### src/rtl/core_types_pkg.sv
// Core-wide PRF geometry plus the types shared by the PRF read arbitration logic.
package core_types_pkg;

   localparam int unsigned LOG_PR_COUNT          = 7;
   localparam int unsigned PRF_BANK_COUNT        = 4;
   localparam int unsigned LOG_PRF_BANK_COUNT    = 2;
   localparam int unsigned PRF_UPPER_PR_W        = LOG_PR_COUNT - LOG_PRF_BANK_COUNT;

   localparam int unsigned PRF_READ_N_REQ        = 4;
   localparam int unsigned PRF_RR_SLOT_COUNT     = 2 * PRF_READ_N_REQ;
   localparam int unsigned LOG_PRF_RR_SLOT_COUNT = $clog2(PRF_RR_SLOT_COUNT);

   typedef struct packed {
      logic                    valid;
      logic [LOG_PR_COUNT-1:0] PR;
   } prf_read_slot_t;

   // Low PR bits select the bank, high bits the row inside it.
   function automatic logic [LOG_PRF_BANK_COUNT-1:0] pr_bank(input logic [LOG_PR_COUNT-1:0] pr);
      return pr[LOG_PRF_BANK_COUNT-1:0];
   endfunction

   function automatic logic [PRF_UPPER_PR_W-1:0] pr_upper(input logic [LOG_PR_COUNT-1:0] pr);
      return pr[LOG_PR_COUNT-1:LOG_PRF_BANK_COUNT];
   endfunction

endpackage

### src/rtl/prf_bank_rr_arbiter.sv
// Round-robin pick of one read slot for a single PRF bank; owns the bank's rotating pointer.
module prf_bank_rr_arbiter
   import core_types_pkg::*;
#(
   parameter int unsigned SLOT_COUNT     = PRF_RR_SLOT_COUNT,
   parameter int unsigned LOG_SLOT_COUNT = LOG_PRF_RR_SLOT_COUNT
) (
   input  logic                      CLK,
   input  logic                      RST,
   input  logic [SLOT_COUNT-1:0]     req,
   output logic [SLOT_COUNT-1:0]     grant,
   output logic [LOG_SLOT_COUNT-1:0] winner,
   output logic                      grant_valid
);

   logic [LOG_SLOT_COUNT-1:0] rr_ptr;
   logic [LOG_SLOT_COUNT-1:0] rr_ptr_next;

   // First requesting slot at or after rr_ptr, wrapping modulo SLOT_COUNT.
   always_comb begin
      grant       = '0;
      winner      = '0;
      grant_valid = 1'b0;
      for (int unsigned i = 0; i < SLOT_COUNT; i++) begin
         if (!grant_valid && req[LOG_SLOT_COUNT'((32'(rr_ptr) + i) % SLOT_COUNT)]) begin
            grant_valid = 1'b1;
            winner      = LOG_SLOT_COUNT'((32'(rr_ptr) + i) % SLOT_COUNT);
         end
      end
      if (grant_valid) begin
         grant[winner] = 1'b1;
      end
   end

   assign rr_ptr_next = (winner == LOG_SLOT_COUNT'(SLOT_COUNT - 1)) ? '0
                                                                   : winner + LOG_SLOT_COUNT'(1);

   always_ff @(posedge CLK or posedge RST) begin
      if (RST) begin
         rr_ptr <= '0;
      end else if (grant_valid) begin
         rr_ptr <= rr_ptr_next;
      end
   end

endmodule

### src/rtl/prf_read_arbiter.sv
// Shares the banked PRF read ports between the IQ operand reads; losers park in a
// one-deep per-slot pending entry and stall their requester until both slots drain.
module prf_read_arbiter
   import core_types_pkg::*;
#(
   parameter int unsigned N_REQ = PRF_READ_N_REQ
) (
   input  logic                                                         CLK,
   input  logic                                                         RST,
   input  logic [N_REQ-1:0][1:0]                                        req_valid_by_rq,
   input  logic [N_REQ-1:0][1:0][LOG_PR_COUNT-1:0]                      req_PR_by_rq,
   output logic [N_REQ-1:0]                                             rq_ready_by_rq,
   output logic [PRF_BANK_COUNT-1:0]                                    bank_read_valid,
   output logic [PRF_BANK_COUNT-1:0][LOG_PR_COUNT-LOG_PRF_BANK_COUNT-1:0] bank_read_upper_PR,
   output logic [N_REQ-1:0][1:0]                                        resp_valid_by_rq,
   output logic [N_REQ-1:0][1:0][LOG_PRF_BANK_COUNT-1:0]                resp_bank_by_rq
);

   localparam int unsigned SLOT_COUNT     = 2 * N_REQ;
   localparam int unsigned LOG_SLOT_COUNT = $clog2(SLOT_COUNT);
   localparam int unsigned CNT_W          = LOG_SLOT_COUNT + 1;

   logic [SLOT_COUNT-1:0]                         req_slot_valid;
   logic [SLOT_COUNT-1:0][LOG_PR_COUNT-1:0]       req_slot_PR;
   logic [SLOT_COUNT-1:0]                         slot_ready;
   logic [SLOT_COUNT-1:0]                         pending_valid;
   logic [SLOT_COUNT-1:0][LOG_PR_COUNT-1:0]       pending_PR;
   prf_read_slot_t [SLOT_COUNT-1:0]               eff_slot;
   logic [SLOT_COUNT-1:0]                         eff_valid;
   logic [SLOT_COUNT-1:0]                         slot_granted;
   logic [SLOT_COUNT-1:0]                         resp_valid;
   logic [SLOT_COUNT-1:0][LOG_PRF_BANK_COUNT-1:0] resp_bank;

   logic [PRF_BANK_COUNT-1:0][SLOT_COUNT-1:0]     bank_req;
   logic [PRF_BANK_COUNT-1:0][SLOT_COUNT-1:0]     bank_grant;
   logic [PRF_BANK_COUNT-1:0][LOG_SLOT_COUNT-1:0] bank_winner;
   logic [PRF_BANK_COUNT-1:0]                     bank_grant_valid;

   // [rq][op] packing is bit-identical to slot = 2*rq + op.
   assign req_slot_valid   = req_valid_by_rq;
   assign req_slot_PR      = req_PR_by_rq;
   assign resp_valid_by_rq = resp_valid;
   assign resp_bank_by_rq  = resp_bank;

   for (genvar r = 0; r < N_REQ; r++) begin : g_ready
      assign rq_ready_by_rq[r] = ~(pending_valid[2*r] | pending_valid[2*r+1]);
   end

   for (genvar s = 0; s < SLOT_COUNT; s++) begin : g_slot
      logic                          pend_v;
      logic [LOG_PR_COUNT-1:0]       pend_pr;
      logic                          rsp_v;
      logic [LOG_PRF_BANK_COUNT-1:0] rsp_b;
      logic [CNT_W-1:0]              wait_cnt;

      assign slot_ready[s] = rq_ready_by_rq[s/2];

      // A parked read always takes precedence; ready gating keeps new requests out meanwhile.
      assign eff_slot[s] = pend_v ? '{valid: 1'b1, PR: pend_pr}
                                  : '{valid: req_slot_valid[s] & slot_ready[s], PR: req_slot_PR[s]};
      assign eff_valid[s] = eff_slot[s].valid;

      always_ff @(posedge CLK or posedge RST) begin
         if (RST) begin
            pend_v   <= 1'b0;
            pend_pr  <= '0;
            rsp_v    <= 1'b0;
            rsp_b    <= '0;
            wait_cnt <= '0;
         end else begin
            pend_v <= eff_valid[s] & ~slot_granted[s];
            rsp_v  <= slot_granted[s];
            if (eff_valid[s] && !slot_granted[s]) begin
               pend_pr <= eff_slot[s].PR;
            end
            if (slot_granted[s]) begin
               rsp_b <= pr_bank(eff_slot[s].PR);
            end
            if (pend_v && !slot_granted[s]) begin
               wait_cnt <= wait_cnt + CNT_W'(1);
            end else begin
               wait_cnt <= '0;
            end
         end
      end

      assign pending_valid[s] = pend_v;
      assign pending_PR[s]    = pend_pr;
      assign resp_valid[s]    = rsp_v;
      assign resp_bank[s]     = rsp_b;

      // A parked read must win before every other slot has had a turn on its bank.
      a_fair : assert property (@(posedge CLK) disable iff (RST) wait_cnt < CNT_W'(SLOT_COUNT));
   end

   for (genvar b = 0; b < PRF_BANK_COUNT; b++) begin : g_bank
      for (genvar s = 0; s < SLOT_COUNT; s++) begin : g_match
         assign bank_req[b][s] = eff_slot[s].valid
                               && (pr_bank(eff_slot[s].PR) == LOG_PRF_BANK_COUNT'(b));
      end

      prf_bank_rr_arbiter #(
         .SLOT_COUNT     (SLOT_COUNT),
         .LOG_SLOT_COUNT (LOG_SLOT_COUNT)
      ) u_rr (
         .CLK         (CLK),
         .RST         (RST),
         .req         (bank_req[b]),
         .grant       (bank_grant[b]),
         .winner      (bank_winner[b]),
         .grant_valid (bank_grant_valid[b])
      );

      assign bank_read_valid[b]    = bank_grant_valid[b];
      assign bank_read_upper_PR[b] = bank_grant_valid[b] ? pr_upper(eff_slot[bank_winner[b]].PR)
                                                         : '0;
   end

   // Each slot targets exactly one bank, so at most one grant row can hit it.
   always_comb begin
      slot_granted = '0;
      for (int unsigned b = 0; b < PRF_BANK_COUNT; b++) begin
         slot_granted = slot_granted | bank_grant[LOG_PRF_BANK_COUNT'(b)];
      end
   end

   a_ready_protocol : assert property (@(posedge CLK) disable iff (RST)
                                       (req_slot_valid & ~slot_ready) == '0);

endmodule

### config.mk
export PLATFORM = sky130hd
export DESIGN_NAME = prf_read_arbiter
export DESIGN_NICKNAME = d
export VERILOG_FILES = /design/src/rtl/core_types_pkg.sv /design/src/rtl/prf_bank_rr_arbiter.sv /design/src/rtl/prf_read_arbiter.sv
export SDC_FILE = /design/constraint.sdc
export NUM_CORES = 1
export LEC_CHECK = 0
export CAP_MARGIN = 5
export CORE_UTILIZATION = 60
export CTS_BUF_LIST = sky130_fd_sc_hd__clkbuf_2 sky130_fd_sc_hd__clkbuf_4 sky130_fd_sc_hd__clkbuf_8
export CTS_CLUSTER_SIZE = 28
export DETAILED_ROUTE_END_ITERATION = 7
export PLACE_DENSITY_LB_ADDON = 0.15
export SLEW_MARGIN = 20
export SYNTH_ARGS = -nofsm -noshare
export SYNTH_HDL_FRONTEND = slang
export SYNTH_HIERARCHICAL = 1
export SYNTH_SLANG_ARGS = --single-unit
export TNS_END_PERCENT = 50
### constraint.sdc
create_clock -name CLK -period 16.25 [get_ports CLK]
set_input_delay 4.875 -clock CLK [delete_from_list [all_inputs] [get_ports CLK]]
set_output_delay 4.875 -clock CLK [all_outputs]
set_load 0.03 [all_outputs]
After elaboration in Yosys (flattened, before gate mapping)
Cells that the tools add are included.
- multiplexer cells: 164
- $add $sub $neg: 32
- eq/ne operators: 28
- magnitude comparators: 40
- reduce and logical (&&, ||, !) cells: 116
- bitwise operators: 35
- operators with widths (kind ; count):
    3-bit by 4-bit less-than comparator with 1-bit output (second input constant) ; 36
    3-bit two-way mux ; 36
    1-bit binary-select mux with 3-bit select ; 32
    8-bit binary-select mux with 3-bit select ; 4
    8-bit two-way mux ; 12
    1-bit logical AND ; 72
    1-bit two-way mux ; 68
    3-bit adder (second input constant) ; 16
    1-bit zero test ; 36
    2-bit == test (second input constant) ; 16
    7-bit two-way mux ; 4
    3-bit by 1-bit adder with 3-bit output (second input constant) ; 8
    3-bit by 2-bit adder with 3-bit output (second input constant) ; 8
    8-bit OR ; 3
    5-bit two-way mux ; 4
    1-bit AND ; 16
    2-bit by 1-bit == test with 1-bit output (second input constant) ; 8
    2-bit zero test ; 8
    1-bit demux with 3-bit select ; 4
    3-bit == test (second input constant) ; 4
    3-bit by 1-bit greater-or-equal comparator with 1-bit output (second input constant) ; 4
    1-bit NOT ; 12
    1-bit OR ; 4
- output and inout port bits: 52
- register bits: 100
- bits of input ports: 66
- word-level logic and storage cells: 451

Depth between registers and ports, before layout
- depth in word-level cells: 40
- gate-level depth with buffers: 20
- mapped depth without buffers: 16

Modules after synthesis
Netlist, hierarchy kept.
- by module, submodules not included (module ; area an instance (um^2) ; sequential area each (um^2) ; times used ; cells each):
    prf_read_arbiter ; 5674.2 ; 2202.1 ; 1 ; 594
    prf_bank_rr_arbiter (g_bank[1].u_rr ...) ; 1265.0 ; 75.1 ; 2 ; 130
    prf_bank_rr_arbiter (g_bank[0].u_rr) ; 1207.4 ; 75.1 ; 1 ; 132
    prf_bank_rr_arbiter (g_bank[3].u_rr) ; 1076.0 ; 75.1 ; 1 ; 113

Least setup slack after synthesis
No wires, ideal clock.
- kind: input -> output
- start point: input port req_PR_by_rq[36] (netlist bit)
- end point: output port bank_read_upper_PR[8] (netlist bit)
- data arrival time: 8399 ps
- setup slack: 2976 ps
- stages on the path: 13
- cell sequence: mux2i_1 -> nor2b_1 -> mux2i_1 -> mux4_2 -> o21a_1 -> o31ai_2 -> a21oi_2 -> a2bb2oi_2 -> inv_2 -> buf_1 -> mux2i_1 -> o211ai_1 -> a221oi_1
- RTL lines (element ; line ; source):
    start, declared ; prf_read_arbiter.sv:11 ; input logic [N_REQ-1:0][1:0][LOG_PR_COUNT-1:0] req_PR_by_rq,
    end, declared ; prf_read_arbiter.sv:14 ; output logic [PRF_BANK_COUNT-1:0][LOG_PR_COUNT-LOG_PRF_BANK_COUNT-1:0] bank_read_upper_PR,

==> results.md <==
* R2r setup slk at 9.35 ns
* CP Capture Type: output pin
* Core box area at 16800 um2
* Final worst path period need at 14.89 ns
* CTS Root Cell: clkbuf_8
* N_diodes at 0
* Multi-input logic area at 7190 um2
* Initial DRC count at ~710
* Post-synth EDFFs at 0
* Initial Util at 0.624
* Worst skew pair latency at approximately 0.4 ns
* I/O Pins at approximately 120
* CTS tree: yes
* DR vias at about 9.4k
* Crit path max fanout at 21
* First-pass GRT wire length at between 40000 and 50000 um
* Global placer's final weighted congestion at between 0.9 and 1
* Critical Path RT at approximately 11 ns
* FMAX at between 60 and 70 MHz
* RSZ-0062 raised after global routing: false
* WS Path Type: in -> out
* Most used DFF post-synth: dfrtp_1
* DRC viols at 0
* H-tree depth at 3
* Commonest cells post-synth: 106 x nand2_1, 103 x mux2i_1, 100 x dfrtp_1
* CTS Sinks at 100
* Reg clk slew, reported paths at ~0.090 ns
* Drt first pass iters at 6
* Layout fillers at roughly 1.4k
* Port-buffer cells at 117
* Tcrit/Tclk final at 0.917
* Largest net degree at the start of global routing at slightly above 60
* Routed Antenna Nets at 0
* DP Worst Slack at about 1.5 ns
* Yosys top cell area share at 0.239
* Register area share after synthesis at 0.239
* Postcts setup bufs at 0
* WP data arrival at 10.02 ns
* Post-synth ARST share at 1.00
* Vias/cell at around 6.8
* GRT Util Overall at 0.336
* FF+latch count, synth at 100
* Width of the die at ~130 um
* Drt wl/cell at 21.5 um
* Hold Fails Final Rpt at 0
* Hold crit path type: reg -> reg
* Post-CTS sizing at 0
* CTS Hold Bufs at 0
* Synth cell types at 97
* Cell with the most instances after synthesis: nand2_1
* Ys Warns at 6
* Net count reported at finish at ~1.2k
* Die height at roughly 130 um
* Setup TNS at 0 ns
* Share of layout cells above drive strength 1 at 0.177
* Grt ovf at 0
* Setup WS post-layout at about 1.4 ns
* Slew margin rel. at 0.328
* Synthesis-to-layout area growth at 10.3%
* Post-DP HPWL at about 23000 um
* Mean post-synth cell area at between 9 and 10 um2
* Die Area at roughly 18000 um2
* Syn Inst Count at roughly 1.1k
* Final setup vio count at 0
* Number of CTS-inserted buffers at 9
* Crit path launch type: input port
* Clock skew at roughly 0.010 ns
* Vias in the first global route at 8847
* Num rows at between 40 and 50
* Netlist Area Pre-Place at 10500 um2
* Post-Syn Nets at roughly 1.2k
* CTS Buffer Depth at 2
* Drt total wl at 29600 um
* Register area at approximately 2500 um2
* Synth area leaders: dfrtp_1 24%, mux4_2 10%, mux2i_1 9.8%, mux2_2 6.3%, nand2_1 3.8%
* Max-cap viol count at 0
* Pins Over Slew Limit at 0
* Outcome: completed
* Cell taking the most area after synthesis: dfrtp_1
* Least-Margin Pin Slew at ~1.0 ns
* Initial antenna violation count at 0
layout make-up:
cell class / instances / area share
Multi-Input combinational cell: 870 / 0.622
Timing Repair Buffer: 121 / 0.104
Inverter: 53 / 0.0173
Clock inverter: 5 / 0.00530
Clock buffer: 11 / 0.0120
Tap cell: 220 / 0.0238
Sequential cell: 100 / 0.216
sequential cells by signal, summed over array words and instances (netlist names):
register / cells
g_slot.pend_pr: 56
g_slot.rsp_b: 16
g_bank.u_rr/rr_ptr: 12
g_slot.pend_v: 8
g_slot.rsp_v: 8
cells by family (layout without fill, tap and decap cells):
kind of cell / Yosys count / in the layout / synth area share
adders and majority gates: 9 / 9 / 0.0107
muxes: 238 / 238 / 0.312
and+or+nand+nor: 342 / 342 / 0.165
DFF: 100 / 100 / 0.239
buffers and inverters: 129 / 190 / 0.0758
AOI/OAI and AO/OA: 267 / 267 / 0.185
xor gates and xnor gates: 14 / 14 / 0.0131
path summary, 6_finish.rpt:
kind,cells after the start,from,end
setup reg to reg,14,g_bank[1].u_rr/rr_ptr[0]$_DFFE_PP0P_,g_slot[7].pend_pr[1]$_DFFE_PP0P_
hold reg to reg,2,g_slot[2].pend_pr[0]$_DFFE_PP0P_,g_slot[2].pend_pr[0]$_DFFE_PP0P_
max in group asynchronous,3,RST,g_slot[5].pend_pr[2]$_DFFE_PP0P_
setup / recovery,13,req_PR_by_rq[49],bank_read_upper_PR[14]
min in group asynchronous,2,RST,g_bank[3].u_rr/rr_ptr[1]$_DFFE_PP0P_
hold / removal,2,g_slot[2].pend_pr[0]$_DFFE_PP0P_,g_slot[2].pend_pr[0]$_DFFE_PP0P_
routing by layer:
layer | part of all wire | vias up | global-route usage
met5 | 0 | - | 0
met4 | 0.036 | 0 | 0.141
met3 | 0.073 | 76 | 0.0393
met2 | 0.48 | 486 | 0.541
met1 | 0.42 | 4567 | 0.460
li1 | - | 4249 | -
stage by stage:
stage / instance area [um2] / util / cells / hold slack, ns
floorplan: 10500 / - / 1099 / 0.450
global placement: 11400 / 0.676 / 1364 / 0.462
detailed placement: 11400 / 0.676 / 1364 / 0.471
CTS: 11600 / 0.688 / 1380 / 0.493
global route: 11600 / 0.688 / 1380 / 0.508
finish: 11600 / 0.688 / 1380 / 0.491
critical path: stages:
cell	delay, ns
clkdlybuf4s50_1	0.42
mux2i_1	0.49
nor2b_1	0.62
mux4_2	0.42
or4b_1	0.43
o21ai_0	0.13
o22ai_1	0.13
a21oi_1	0.19
nor2_1	0.12
inv_1	0.60
mux4_2	0.59
o22ai_1	0.26
clkdlybuf4s50_1	0.73
cells in the final DEF (no fill, tap or decap), types with 6 or more instances in the layout:
cell and count:
o22ai_1 13, inv_1 46, nand2_1 106, clkdlybuf4s50_1 117, nor4_2 6, o21ai_0 66, mux2_1 6, mux4_1 8
nor2_1 91, dfrtp_1 100, a221oi_1 6, o221ai_1 15, nor3_1 15, a21o_1 10, mux2i_2 7, a22oi_1 6
xnor2_1 7, a21oi_2 7, nand3_1 13, clkbuf_8 9, nor2b_1 43, a32oi_1 10, a31oi_1 13, a21oi_1 37
o21ai_1 7, o211ai_1 18, mux4_2 47, ha_1 9, mux2_2 59, nand2b_1 7, mux2i_1 103, and2_1 6
Power is not shown: default switching activity piles up to over one toggle a cycle in this logic, so the estimate is an artifact.
